**src/rtl/spi_pixel_rx.sv**
```systemverilog
// Receive side of the 6-lane parallel SPI pixel link: deserializes each chip-select
// frame into LINES pixels and streams them out in arrival order with raster position.
module spi_pixel_rx #(
   parameter int LINES       = 6,
   parameter int DATA_WIDTH  = 16,
   parameter int HRES        = 640,
   parameter int VRES        = 360,
   parameter int IDLE_RESYNC = 4096
) (
   input  logic                    clk_in,
   input  logic                    rst_in,
   input  logic                    dclk_in,
   input  logic                    cs_in,
   input  logic [LINES-1:0]        cipo_in,
   input  logic                    ready_in,
   output logic                    pixel_valid_out,
   output logic [DATA_WIDTH-1:0]   pixel_data_out,
   output logic [$clog2(HRES)-1:0] hcount_out,
   output logic [$clog2(VRES)-1:0] vcount_out,
   output logic                    overflow_out,
   output logic [7:0]              bad_frame_count_out
);
   localparam int CW  = $clog2(DATA_WIDTH + 1);
   localparam int IW  = (LINES > 1) ? $clog2(LINES) : 1;
   localparam int HW  = $clog2(HRES);
   localparam int VW  = $clog2(VRES);
   localparam int DW  = $clog2(IDLE_RESYNC);
   localparam logic [CW-1:0] CNT_FULL = CW'(DATA_WIDTH);
   localparam logic [IW-1:0] IDX_LAST = IW'(LINES - 1);
   localparam logic [HW-1:0] H_LAST   = HW'(HRES - 1);
   localparam logic [VW-1:0] V_LAST   = VW'(VRES - 1);
   localparam logic [DW-1:0] IDLE_MAX = DW'(IDLE_RESYNC - 1);

   typedef enum logic {RX_IDLE, RX_SHIFT} rx_state_t;
   typedef enum logic {EM_EMPTY, EM_DRAIN} em_state_t;

   logic             r_dclk_meta, r_dclk_sync, r_dclk_hist;
   logic             r_cs_meta, r_cs_sync, r_cs_hist;
   logic [LINES-1:0] r_cipo_meta, r_cipo_sync;

   rx_state_t        r_rx_state, w_rx_next;
   em_state_t        r_em_state, w_em_next;

   logic [DATA_WIDTH-1:0] r_sr  [LINES];
   logic [DATA_WIDTH-1:0] r_buf [LINES];
   logic [CW-1:0]    r_bit_cnt, w_cnt_after;
   logic             r_bad, w_bad_now;
   logic             r_load_req;
   logic [IW-1:0]    r_idx;
   logic [HW-1:0]    r_hcount;
   logic [VW-1:0]    r_vcount;
   logic [DW-1:0]    r_idle_cnt;
   logic             r_resync_pending;
   logic             r_overflow;
   logic [7:0]       r_bad_cnt;

   logic w_rise, w_cs_rise, w_in_shift, w_cnt_full, w_shift_en;
   logic w_frame_end, w_frame_good;
   logic w_accept, w_last_accept, w_can_load, w_load;

   // cs synchronizer resets to the idle (high) level so reset release never looks like a frame
   always_ff @(posedge clk_in or negedge rst_in) begin
      if (!rst_in) begin
         r_dclk_meta <= 1'b0;
         r_dclk_sync <= 1'b0;
         r_dclk_hist <= 1'b0;
         r_cs_meta   <= 1'b1;
         r_cs_sync   <= 1'b1;
         r_cs_hist   <= 1'b1;
         r_cipo_meta <= '0;
         r_cipo_sync <= '0;
      end else begin
         r_dclk_meta <= dclk_in;
         r_dclk_sync <= r_dclk_meta;
         r_dclk_hist <= r_dclk_sync;
         r_cs_meta   <= cs_in;
         r_cs_sync   <= r_cs_meta;
         r_cs_hist   <= r_cs_sync;
         r_cipo_meta <= cipo_in;
         r_cipo_sync <= r_cipo_meta;
      end
   end

   assign w_rise      = r_dclk_sync & ~r_dclk_hist;
   assign w_cs_rise   = r_cs_sync & ~r_cs_hist;
   assign w_in_shift  = (r_rx_state == RX_SHIFT);
   assign w_cnt_full  = (r_bit_cnt == CNT_FULL);
   assign w_shift_en  = w_in_shift & w_rise & ~w_cnt_full;
   assign w_cnt_after = w_shift_en ? r_bit_cnt + 1'b1 : r_bit_cnt;
   assign w_bad_now   = r_bad | (w_in_shift & w_rise & w_cnt_full);
   assign w_frame_end = w_in_shift & w_cs_rise;
   // Judged on post-shift values so a coincident last edge still counts
   assign w_frame_good = w_frame_end & ~w_bad_now & (w_cnt_after == CNT_FULL);

   always_ff @(posedge clk_in or negedge rst_in) begin
      if (!rst_in) r_rx_state <= RX_IDLE;
      else         r_rx_state <= w_rx_next;
   end

   always_comb begin
      w_rx_next = r_rx_state;
      case (r_rx_state)
         RX_IDLE:  if (!r_cs_sync) w_rx_next = RX_SHIFT;
         RX_SHIFT: if (w_cs_rise)  w_rx_next = RX_IDLE;
         default:  w_rx_next = RX_IDLE;
      endcase
   end

   always_ff @(posedge clk_in or negedge rst_in) begin
      if (!rst_in) begin
         r_bit_cnt  <= '0;
         r_bad      <= 1'b0;
         r_load_req <= 1'b0;
         r_bad_cnt  <= '0;
         for (int i = 0; i < LINES; i++) r_sr[i] <= '0;
      end else begin
         if (r_rx_state == RX_IDLE && !r_cs_sync) begin
            r_bit_cnt <= '0;
            r_bad     <= 1'b0;
         end else if (w_in_shift) begin
            r_bit_cnt <= w_cnt_after;
            r_bad     <= w_bad_now;
         end
         if (w_shift_en) begin
            for (int i = 0; i < LINES; i++)
               r_sr[i] <= {r_sr[i][DATA_WIDTH-2:0], r_cipo_sync[i]};
         end
         r_load_req <= w_frame_good;
         if (w_frame_end && !w_frame_good && r_bad_cnt != 8'hFF)
            r_bad_cnt <= r_bad_cnt + 8'd1;
      end
   end

   assign w_accept      = (r_em_state == EM_DRAIN) & ready_in;
   assign w_last_accept = w_accept & (r_idx == '0);
   // The buffer can be refilled in the same cycle its last pixel leaves
   assign w_can_load    = (r_em_state == EM_EMPTY) | w_last_accept;
   assign w_load        = r_load_req & w_can_load;

   always_ff @(posedge clk_in or negedge rst_in) begin
      if (!rst_in) r_em_state <= EM_EMPTY;
      else         r_em_state <= w_em_next;
   end

   always_comb begin
      w_em_next = r_em_state;
      case (r_em_state)
         EM_EMPTY: if (w_load) w_em_next = EM_DRAIN;
         EM_DRAIN: if (w_last_accept && !w_load) w_em_next = EM_EMPTY;
         default:  w_em_next = EM_EMPTY;
      endcase
   end

   always_ff @(posedge clk_in or negedge rst_in) begin
      if (!rst_in) begin
         r_idx      <= '0;
         r_overflow <= 1'b0;
         for (int i = 0; i < LINES; i++) r_buf[i] <= '0;
      end else begin
         if (w_load) begin
            r_idx <= IDX_LAST;
            for (int i = 0; i < LINES; i++) r_buf[i] <= r_sr[i];
         end else if (w_accept) begin
            r_idx <= r_idx - 1'b1;
         end
         if (r_load_req && !w_can_load) r_overflow <= 1'b1;
      end
   end

   always_ff @(posedge clk_in or negedge rst_in) begin
      if (!rst_in) begin
         r_idle_cnt       <= '0;
         r_resync_pending <= 1'b1;
      end else begin
         if (!r_cs_sync)
            r_idle_cnt <= '0;
         else if (r_rx_state == RX_IDLE && r_idle_cnt != IDLE_MAX)
            r_idle_cnt <= r_idle_cnt + 1'b1;
         if (w_load)
            r_resync_pending <= 1'b0;
         else if (r_idle_cnt == IDLE_MAX)
            r_resync_pending <= 1'b1;
      end
   end

   always_ff @(posedge clk_in or negedge rst_in) begin
      if (!rst_in) begin
         r_hcount <= '0;
         r_vcount <= '0;
      end else if (w_accept) begin
         if (r_resync_pending && w_last_accept) begin
            r_hcount <= '0;
            r_vcount <= '0;
         end else if (r_hcount == H_LAST) begin
            r_hcount <= '0;
            r_vcount <= (r_vcount == V_LAST) ? '0 : r_vcount + 1'b1;
         end else begin
            r_hcount <= r_hcount + 1'b1;
         end
      end else if (r_resync_pending && r_em_state == EM_EMPTY) begin
         r_hcount <= '0;
         r_vcount <= '0;
      end
   end

   always_comb begin
      pixel_data_out = '0;
      for (int i = 0; i < LINES; i++)
         if (r_idx == IW'(i)) pixel_data_out = r_buf[i];
   end

   assign pixel_valid_out     = (r_em_state == EM_DRAIN);
   assign hcount_out          = r_hcount;
   assign vcount_out          = r_vcount;
   assign overflow_out        = r_overflow;
   assign bad_frame_count_out = r_bad_cnt;
endmodule
```
**config.mk**
```make
export PLATFORM = sky130hd
export DESIGN_NAME = spi_pixel_rx
export DESIGN_NICKNAME = d
export VERILOG_FILES = /design/src/rtl/spi_pixel_rx.sv
export SDC_FILE = /design/constraint.sdc
export NUM_CORES = 1
export LEC_CHECK = 0
export BUFFER_PORTS_ARGS = -buffer_cell sky130_fd_sc_hd__buf_2
export CAP_MARGIN = 15
export CORE_ASPECT_RATIO = 0.6
export CORE_MARGIN = 10
export CORE_UTILIZATION = 45
export DETAILED_ROUTE_END_ITERATION = 12
export GPL_TIMING_DRIVEN = 1
export MAX_ROUTING_LAYER = met4
export PLACE_DENSITY = 0.67
export SLEW_MARGIN = 15
export SYNTH_ARGS = -nofsm -noshare
export SYNTH_HDL_FRONTEND = slang
export SYNTH_SLANG_ARGS = --single-unit
```
**constraint.sdc**
```tcl
create_clock -name clk_in -period 4.3 [get_ports clk_in]
set_input_delay 1.29 -clock clk_in [delete_from_list [all_inputs] [get_ports clk_in]]
set_output_delay 1.29 -clock clk_in [all_outputs]
set_load 0.05 [all_outputs]
```
==> metrics.md <==
| Metric | Value |
|---|---|
| Status | complete, no violations |
| Synthesized area | about 11,000 sq um |
| Gp weighted congestion | between 0.8 and 0.9 |
| Worst EP arrival | between 2000 and 3000 ps |
| Storage cell area | about 6600 sq um |
| Vias per inst | about 5.3 |
| Power density over the cells | about 570 nW/um^2 |
| Ys flop type | dfrtp_1 |
| Total iterations of the first detailed-routing run | 4 |
| CTS hold repair buffers | 0 |
| Starting Density | 0.457 |
| Placed Cells | roughly 1,400 |
| Hold Path Class | reg -> reg |
| Top cell type's share of synthesized area | 0.587 |
| CP bufs+invs | 3 |
| Register area share after synthesis | 0.597 |
| Number of synthesized flops with an enable pin | 0 |
| Async S/R FF share, synth | 1.00 |
| Initial antenna violation count | 0 |
| First-pass GRT wire length | roughly 40,000 um |
| Number of global-route vias before repair | around 7,000 |
| Final #Nets | approximately 1,100 |
| Setup_tns | 0 ps |
| Leakage | around 0.0063 uW |
| CTS Buf Count | 25 |
| FILL cells | between 2,000 and 2,500 |
| YS warnings | 0 |
| Required @ worst endpoint | ~3000 ps |
| Share of layout cells above drive strength 1 | 0.197 |
| Crit start category | flop |
| Top cell family by delay on the critical path | compound AO/OA/AOI/OAI gates |
| I/O Buffers | 55 |
| Fmax | ~0.25 GHz |
| Min Tclk post-route | between 4000 and 5000 ps |
| Multi-input logic area | roughly 4200 sq um |
| Worst Path Max Fanout | 16 |
| DR DRC count | 0 |
| Final setup fails | 0 |
| Top cells by area, synth | dfrtp_1, nand2_1, mux2_2 |
| H-tree levels | 1 |
| Global routing usage on met2 | 0.210 |
| Avg WL per Cell | between 15 and 20 um |
| CTS max path bufs | 3 |
| Kind of critical path | reg -> out |
| Largest net degree at the start of global routing | 99 |
| Ant diodes | 0 |
| Measured slew at the worst slew-check pin | between 1000 and 1500 ps |
| Max-cap violations | 0 |
| Crit. End Element | output port |
| Hpwl dp | about 16,000 um |
| Gr usage total | 0.158 |
| Final Hold Fails | 0 |
| CP dominant cell by count | buf_4 |
| Worst-skew pair later-pin latency | 520 ps |
| Via count | 7,540 |
| Syn Inst Count | 1,040 |
| Slowest Stage Delay on Critical Path | slightly above 400 ps |
| Post-route core utilization | 0.518 |
| Post-route ant nets | 0 |
| Worst-path clk slew | 60 ps |
| Final std cells w/o fill | 1,416 |
| Setup Skew | ~14 ps |
| DIE WIDTH | about 220 um |
| Final period util | 0.947 |
| Clock tree root buffer cell | clkbuf_16 |
| FF+latch count, synth | ~260 |
| Busiest layer in global routing | met1 |
| Met3 Use GR | 0.0326 |
| Largest area contributor in the netlist | dfrtp_1 |
| Clock sinks | around 260 |
| CTS tree | done |
| GR Overflow Total | 0 |
| Area grow syn2layout | 13.4% |
| Met1 usage | 0.240 |
| Max-slew headroom | 0.264 |
| RSZ-0062 raised after global routing | no |
| Die area | 31,400 sq um |
| Final Max Tran Viols | 0 |
| I/O Pins | between 50 and 60 |
| Total Wirelength | ~24,000 um |
| Peak VDD IR | roughly 0.34 mV |
| DIE HEIGHT | approximately 140 um |
| Slowest-stage cell, CP | dfrtp_1 |
| Syn_nets | ~1,100 |
| Initial drt markers | 603 |
| Core region area | approximately 24,000 sq um |
| Row count | 44 |
| Netlist cell types | 56 |
| Setup Fix Bufs, Post-CTS | 0 |
| Mean Syn Cell Area | between 10 and 15 sq um |
| Worst Hold Margin | around 350 ps |
| Crit path cell chain | inv_1 -> ha_1 -> nor2b_2 -> nor2b_1 -> buf_4 -> a22oi_1 -> a211oi_1 -> a221oi_1 -> a21oi_1 -> buf_4 |
| Post_cts resized | 0 |
synthesized netlist by cell type (3+ instances only):
cell and count:
xor2_1 14, a221oi_1 16, inv_1 9, nand3_1 16, and2_1 9, buf_1 9, dfstp_2 4, nor3_1 5
o21ai_1 5, clkbuf_1 38, dfrtp_1 259, or3_1 3, ha_1 11, xnor2_1 10, a22oi_1 16, nand2b_1 8
buf_2 9, and3_1 9, nor2b_1 5, a211oi_1 16, a31oi_1 3, mux2_2 96, o21ai_0 25, nor2_1 57
a21oi_1 23, nand2_1 320, mux2i_1 3, nand4_1 7
per-stage QoR:
stage          setup slack, ps  cell area [sq um]  power (uW)
6_report                   229              12500        7100
4_1_cts                    159              12500        7140
5_1_grt                   29.3              12500        7440
3_3_place_gp               815              11700        4790
2_1_floorplan              450              11000        4350
3_5_place_dp               738              11700        4830
flip-flops by register name, indices dropped and copies added, names as in the netlist, 3 cells and up:
register,cells
r_buf,96
r_sr,96
r_idle_cnt,12
hcount_out,10
vcount_out,9
bad_frame_count_out,8
r_cipo_meta,6
r_cipo_sync,6
r_bit_cnt,5
r_idx,3
worst reg2reg max path: cells and delay by family (launching register included):
family        cells  cell delay [ps]
flops             1              640
mux               1              460
buf+inv           2             1230
simple gates      2              510
area by class of cell:
class                   instances  area share
flip-flops and latches        263       0.526
well taps                     322      0.0322
inverters                      10     0.00300
clock inverters                11      0.0131
multi-input cells             711       0.337
clock buffers                  32      0.0545
repair buffers                 67      0.0336
cell usage in the layout, fill, tap and decap left out, types with 22 or more instances in the layout:
| cell type | n |
|---|---|
| nand2_1 | 319 |
| dfrtp_1 | 259 |
| mux2_2 | 96 |
| nor2_1 | 57 |
| buf_2 | 51 |
| o21ai_0 | 25 |
| clkbuf_16 | 25 |
| a21oi_1 | 22 |
cell families (layout without fill, tap and decap cells):
logic type	after synthesis	in the layout	share of synthesized area
buffers and inverters	66	120	0.0235
and+or+nand+nor	458	458	0.176
muxes	100	100	0.102
DFF	263	263	0.597
adders and majority gates	11	11	0.0125
AOI/OAI and AO/OA	118	118	0.0708
xor gates and xnor gates	24	24	0.0190
where the power goes:
group	internal [uW]	leakage [uW]	total (uW)	switching [uW]
clock network	1360	0.000411	2290	931
registers	2840	0.00350	3200	357
logic	560	0.00238	1610	1050
layer usage:
| layer | share of wire | wire length (um) |
|---|---|---|
| met1 | 0.52 | 12600 |
| met2 | 0.41 | 10100 |
| met3 | 0.054 | 1310 |
| met4 | 0.018 | 447 |
| met5 | 0 | 0 |
worst paths after layout:
| check | cells past startpoint | slack [ps] | from | to |
|---|---|---|---|---|
| setup / recovery | 10 | 230 | r_idx[0] | pixel_data_out[12] |
| hold / removal | 0 | 350 | r_cipo_meta[1] | r_cipo_sync[1] |
| setup reg to reg | 5 | 1360 | r_rx_state | r_sr[37] |
| hold reg to reg | 0 | 350 | r_cipo_meta[1] | r_cipo_sync[1] |
| max in group asynchronous | 2 | 2640 | rst_in | r_sr[50] |
| min in group asynchronous | 1 | 650 | rst_in | bad_frame_count_out[2] |
(Power assumes the default switching activity.)
